**src/rtl/logic_functions_tester.sv**
```systemverilog
// Self-test sequencer for the logic_functions block (A,B,C -> O1,O2).
// On start it walks all eight {a,b,c} combinations. It holds each one for a
// settle time, then compares O1/O2 against the golden equations. It
// accumulates the mismatch count and records the first failing vector.
module logic_functions_tester #(
  parameter int SETTLE_CYCLES = 2
) (
  input  logic       clk,
  input  logic       reset_n,
  input  logic       start,
  input  logic       o1,
  input  logic       o2,
  output logic       a,
  output logic       b,
  output logic       c,
  output logic       busy,
  output logic       done,
  output logic       pass,
  output logic [4:0] err_count,
  output logic [2:0] first_fail_vec
);

  typedef enum logic [1:0] {
    IDLE   = 2'd0,
    SETTLE = 2'd1,
    CHECK  = 2'd2,
    DONE   = 2'd3
  } state_t;

  localparam logic [3:0] SETTLE_LAST = 4'(SETTLE_CYCLES - 1);

  state_t     state;
  logic [2:0] vec;
  logic [3:0] settle_cnt;
  logic       seen_fail;
  logic [1:0] golden;
  logic [4:0] mism;
  logic [4:0] err_next;

  // Golden response of logic_functions: {O1, O2} for a given {a,b,c}.
  function automatic logic [1:0] golden_out(input logic [2:0] v);
    logic ga, gb, gc;
    {ga, gb, gc} = v;
    return {(ga & gc) | (~ga & gb), (ga | ~gc) & gb & gc};
  endfunction

  // The vector flops drive the datapath inputs directly.
  assign {a, b, c} = vec;

  // Mismatches on the current vector (0..2) and the resulting running total.
  always_comb begin
    golden   = golden_out(vec);
    mism     = 5'(o1 != golden[1]) + 5'(o2 != golden[0]);
    err_next = err_count + mism;
  end

  // Sequencer: state, vector stepping, settle timing, and result capture.
  always_ff @(posedge clk or negedge reset_n) begin
    if (!reset_n) begin
      state          <= IDLE;
      vec            <= 3'd0;
      settle_cnt     <= 4'd0;
      seen_fail      <= 1'b0;
      err_count      <= 5'd0;
      first_fail_vec <= 3'd0;
      busy           <= 1'b0;
      done           <= 1'b0;
      pass           <= 1'b0;
    end else begin
      case (state)
        IDLE, DONE: begin
          if (start) begin
            vec            <= 3'd0;
            settle_cnt     <= 4'd0;
            err_count      <= 5'd0;
            first_fail_vec <= 3'd0;
            seen_fail      <= 1'b0;
            busy           <= 1'b1;
            done           <= 1'b0;
            pass           <= 1'b0;
            state          <= SETTLE;
          end
        end
        SETTLE: begin
          if (settle_cnt == SETTLE_LAST) begin
            settle_cnt <= 4'd0;
            state      <= CHECK;
          end else begin
            settle_cnt <= settle_cnt + 4'd1;
          end
        end
        CHECK: begin
          err_count <= err_next;
          if ((mism != 5'd0) && !seen_fail) begin
            first_fail_vec <= vec;
            seen_fail      <= 1'b1;
          end
          if (vec == 3'd7) begin
            busy  <= 1'b0;
            done  <= 1'b1;
            pass  <= (err_next == 5'd0);
            state <= DONE;
          end else begin
            vec   <= vec + 3'd1;
            state <= SETTLE;
          end
        end
        default: state <= IDLE;
      endcase
    end
  end

endmodule

```
**config.mk**
```make
export PLATFORM = sky130hd
export DESIGN_NAME = logic_functions_tester
export DESIGN_NICKNAME = d
export VERILOG_FILES = /design/src/rtl/logic_functions_tester.sv
export SDC_FILE = /design/constraint.sdc
export NUM_CORES = 1
export LEC_CHECK = 0
export ABC_AREA = 0
export BUFFER_PORTS_ARGS = -buffer_cell sky130_fd_sc_hd__buf_2
export CELL_PAD_IN_SITES_DETAIL_PLACEMENT = 1
export CELL_PAD_IN_SITES_GLOBAL_PLACEMENT = 2
export CORE_MARGIN = 2
export CORE_UTILIZATION = 36
export CTS_CLUSTER_DIAMETER = 120
export DETAILED_ROUTE_END_ITERATION = 10
export GPL_TIMING_DRIVEN = 1
export HOLD_SLACK_MARGIN = 0.1
export PLACE_DENSITY = 0.79
export SLEW_MARGIN = 20
export SYNTH_ARGS = -nofsm -noshare
export SYNTH_HDL_FRONTEND = slang
export SYNTH_SLANG_ARGS = --single-unit
export TNS_END_PERCENT = 5
```
**constraint.sdc**
```tcl
create_clock -name clk -period 2.6 [get_ports clk]
set_input_delay 0.13 -clock clk [delete_from_list [all_inputs] [get_ports clk]]
set_output_delay 0.13 -clock clk [all_outputs]
set_load 0.01 [all_outputs]
```
; ---- After elaboration in Yosys (flattened, before gate mapping)
; Cells that the tools add are included.
[word_totals]
in_bits = 5
reg_bits = 21
out_inout_bits = 14
word_cells = 71
[op_classes]
add_sub_neg = 4
reduce_logical = 14
eq_ne = 12
n_mux = 24
bitwise = 8
[ops]
columns = operator, count
row1 = one-hot mux 3 bit (2 select lines), 2
row2 = inequality test 2 bit (second input constant), 5
row3 = one-hot mux 5 bit (2 select lines), 1
row4 = two-way mux 3 bit, 3
row5 = AND reduction 3 bit, 3
row6 = two-way mux 4 bit, 2
row7 = one-hot mux 1 bit (2 select lines), 4
row8 = one-hot mux 4 bit (2 select lines), 1
row9 = two-way mux 1 bit, 6
row10 = two-way mux 2 bit, 3
row11 = one-hot mux 2 bit (3 select lines), 1
row12 = AND reduction 2 bit, 3
row13 = adder 5 x 2 -> 5 bit, 1
row14 = logical NOT 5 bit, 1
row15 = two-way mux 5 bit, 1
row16 = nonzero test 5 bit, 1
row17 = adder 4 x 1 -> 4 bit (second input constant), 1
row18 = AND 1 bit, 4
row19 = equality test 2 bit (second input constant), 2
row20 = equality test 4 x 1 -> 1 bit (second input constant), 1
row21 = nonzero test 2 bit, 2
row22 = adder 3 x 1 -> 3 bit (second input constant), 1
row23 = equality test 3 bit (second input constant), 1
row24 = adder 1 x 1 -> 2 bit, 1
row25 = other kinds (8), 11

; ---- Longest topological paths before layout
[depth]
word_depth = 10
depth_mapped = 9
ltp_nobuf = 9

; ---- Worst setup path after synthesis
; No wires, ideal clock.
[synth_path]
path_type = reg2reg
startpoint = reg vec[2]
endpoint = reg pass
slack_ns = 0.112
required_time_ns = 2.496
stages_incl_launch_ff = 9
t_arrival_ns = 2.384
setup_ns = 0.104
path_cell_list = dfrtp_1 -> mux2i_1 -> xor2_1 -> ha_1 -> ha_1 -> fa_1 -> nor3b_1 -> nand4_1 -> o41ai_2
[synth_via]
elab_chain_cells = 9
[synth_lines]
columns = item, line_no
row1 = "start, declared", 33  ; logic [2:0] vec;
row2 = "start signal, assigned", 104  ; vec <= vec + 3'd1;
row3 = bitwise OR 1 bit or NOT 1 bit (tied branches), 44  ; return {(ga & gc) | (~ga & gb), (ga | ~gc) & gb & gc};
row4 = AND 1 bit, 44
row5 = AND 1 bit or bitwise OR 1 bit (tied branches), 44
row6 = inequality test 1 bit, 53  ; mism = 5'(o1 != golden[1]) + 5'(o2 != golden[0]);
row7 = adder 1 x 1 -> 2 bit, 53
row8 = adder 5 x 2 -> 5 bit, 54  ; err_next = err_count + mism;
row9 = logical NOT 5 bit, 101  ; pass <= (err_next == 5'd0);
row10 = two-way mux 1 bit, 98  ; if (vec == 3'd7) begin
row11 = one-hot mux 1 bit (2 select lines), 70  ; case (state)
row12 = "end signal, assigned", 101
row13 = "end, declared", 18  ; output logic pass,
; Several ways; a longest one is shown, not always the timed one. The select of a mux whose other input is x is not followed.
; A chain may end at the register's enable or synchronous reset.

; ---- Worst setup path after layout
; Same ends and word-level chain as after synthesis.

==> flow_summary.ini <==
[logic_synthesis]
ys.flop_type = dfrtp_1
synth_area_leaders = dfrtp_1 39%, ha_1 10%, mux2i_1 3.7%
synthCells = 129
synth_area_um2 = 1340
synth_edf_count = 0
postSynthAreaPerCell_um2 = 10.4
ys_async_sr_fraction = 1.00
syn-num-nets = 146
synth-seq-cells = 21
synth_warnings = 0
ys_seq_area_frac = 0.392
netlist.area_leader.share = 0.392
synth_top_area_cell = dfrtp_1
yosysUniqueCellTypes = 41

[routing]
vias = 1062
wl_per_cell_um = 15.3
drt_wl_total_mm = 3.01
viasPerCell = 5.39
dr.pass1.iters = 4
drt.antenna.violating_nets = 0
route.detailed.drc = 0
drtIter0Drc = 19

[worst_setup_path]
worstPathCellList = mux2i_1, xor2_1, ha_1, ha_1, fa_2, nor3b_1, nand4_1, o41ai_2
path_class = flop to flop
cp-startpoint = vec[2]$_DFFE_PN0P_
critPathArrivalTime_ns = 2.59
worstSetupEndpointType = flop
path_common_cell = ha_1
r2r_start = vec[2]$_DFFE_PN0P_
crit_slowest_cell = fa_2
slowest_delay_ns = 0.43
cp_max_fo = 3
cp.required_ns = 2.76
critPathLaunchType = flop
critical_path_buf_inv_count = 0
crit_family = adder cells

[grt]
grt_max_degree = 22
antenna_found_initial = 0
grt_pass1_wl_mm = 5.68
grt_pass1_vias = 1193
grt.total_usage = 0.170
grt_overflow_total = 0

[placed_design]
place_congestion = 0.723
io_buffers = 18
hpwlAfterDp_mm = 2.27
pre_cts_slack_ns = 0.0422

[timing]
fin_crit_ns = 2.43
drv_slew = 0
setup_viol = 0
max_slew_margin = 0.631
finalSetupTns_ns = 0
finalHoldViolCount = 0
worst_clock_skew_ns = 0.00338
period_share = 0.934
fmax_ghz = 0.412
hold_slack_ns = 0.294
final.setup.worst_slack_ns = 0.171
rsz0062_at_grt = true
tightest_slew_ns = 0.553

[die]
core_area_um2 = 3610
die_w_um = 65.0
initial_core_util = 0.372
die-area_um2 = 4230
num_rows = 22
die_y_um = 65.0
ioPinCount = 19

[worst_hold_path]
worstHoldStart = start
worst_hold_path_type = primary input to flop

[clock_tree]
clk_latency_ns = 0.26
cts_buffer_depth = 2
numCtsBuffers = 3
cts-htree-levels = 1
root_buffer = clkbuf_8
postCtsSetupBuffers = 0
clkTransAtPathRegs_ns = 0.08
cts.sinks = 21
cts_tree = yes

[finish]
drive_above_1_share = 0.235
seq_area_um2 = 526
nNetsFinal = 167
synthToLayoutAreaGrowth_pct = 14.6
fillCellCount = 424
n_antenna_cell = 0
multiInputGateArea_um2 = 758

[run_status]
status = complete, no violations

[job]
max_cap_viol_count = 0

[power]
ir_worst_vdd_mv = 0.373
p_per_area_nw_per_um2 = 941
power_leakage_nw = 0.736
==> per-stage QoR <==
stage,power [mW],cells,cell area (µm²),util
after floorplan,1.05,129,1340,-
after CTS,1.47,197,1530,0.425
after detailed placement,1.24,192,1480,0.409
after global routing,1.59,197,1540,0.426
final,1.45,197,1540,0.426
after global placement,1.20,192,1480,0.409
==> where the power goes <==
part / switching (mW) / internal, mW
Combinational: 0.425 / 0.320
Clock: 0.114 / 0.107
Sequential: 0.0805 / 0.399
Total: 0.620 / 0.826
==> state kept, by name (all words and copies together), names as in the netlist <==
register,count
state,2
vec,3
err_count,5
pass,1
settle_cnt,4
first_fail_vec,3
seen_fail,1
done,1
busy,1
==> repair_timing <==
item,CTS,global route
setup endpoints to repair,0,2
hold buffers,1,0
hold endpoints to repair,21,0
resized for setup,0,1
==> worst reg2reg max path: stages (launching register included) <==
cell	delay [ns]
dfrtp_1	0.39
mux2i_1	0.24
xor2_1	0.21
ha_1	0.26
ha_1	0.22
fa_2	0.43
nor3b_1	0.19
nand4_1	0.14
o41ai_2	0.24
==> worst paths after layout <==
kind	end	slack [ns]	depth (start not counted)
hold reg to reg	first_fail_vec[1]$_DFFE_PN0P_	0.51	1
max in group asynchronous	settle_cnt[3]$_DFFE_PN0P_	1.91	2
setup reg to reg	pass$_DFFE_PN0P_	0.17	8
setup / recovery	pass$_DFFE_PN0P_	0.17	8
min in group asynchronous	settle_cnt[1]$_DFFE_PN0P_	0.36	2
hold / removal	done$_DFFE_PN0P_	0.29	4
==> synth_stat cells (5+ instances only) <==
cell type and instances:
nand3_1 5, nand2_1 7, dfrtp_1 21, nor2b_1 8
ha_1 11, inv_1 5, a21oi_1 7, o21ai_0 7
mux2i_1 5
==> area by class of cell <==
class,instances,share of cell area
well taps,48,0.0391
flip-flops and latches,21,0.342
inverters,6,0.0147
repair buffers,22,0.0799
clock buffers,3,0.0269
multi-input cells,96,0.494
clock inverters,1,0.00326
==> cell usage in the layout, fill, tap and decap left out, types with 2 or more instances in the layout <==
master	n
a21oi_1	7
a32o_1	4
a22oi_1	2
mux2i_1	5
nand3_1	5
o21ai_1	2
o21ai_0	7
clkbuf_8	3
nor2_1	4
dfrtp_1	21
ha_1	11
nor3b_1	2
xnor2_1	2
nor2b_1	8
nand2_1	7
o2bb2ai_1	2
a22o_1	4
inv_1	5
buf_4	3
and2_1	2
buf_2	18
nand2b_1	4
==> cells by family (layout without fill, tap and decap cells) <==
kind of cell / after synthesis / after routing / synth area share
AO/OA/AOI/OAI: 36 / 36 / 0.202
XOR/XNOR: 3 / 3 / 0.0196
adder cells (fa/ha/maj): 12 / 12 / 0.118
buffers and inverters: 12 / 32 / 0.0439
flip-flops: 21 / 21 / 0.392
multiplexers: 7 / 7 / 0.0560
AND/OR/NAND/NOR: 38 / 38 / 0.169
==> routing by layer <==
layer | share of wire | global-route usage
met2 | 0.53 | 0.309
met1 | 0.43 | 0.204
met5 | 0 | 0
met4 | 0.0096 | 0.0625
met3 | 0.025 | 0.0226
No activity file was read; power rests on OpenSTA's default activity.
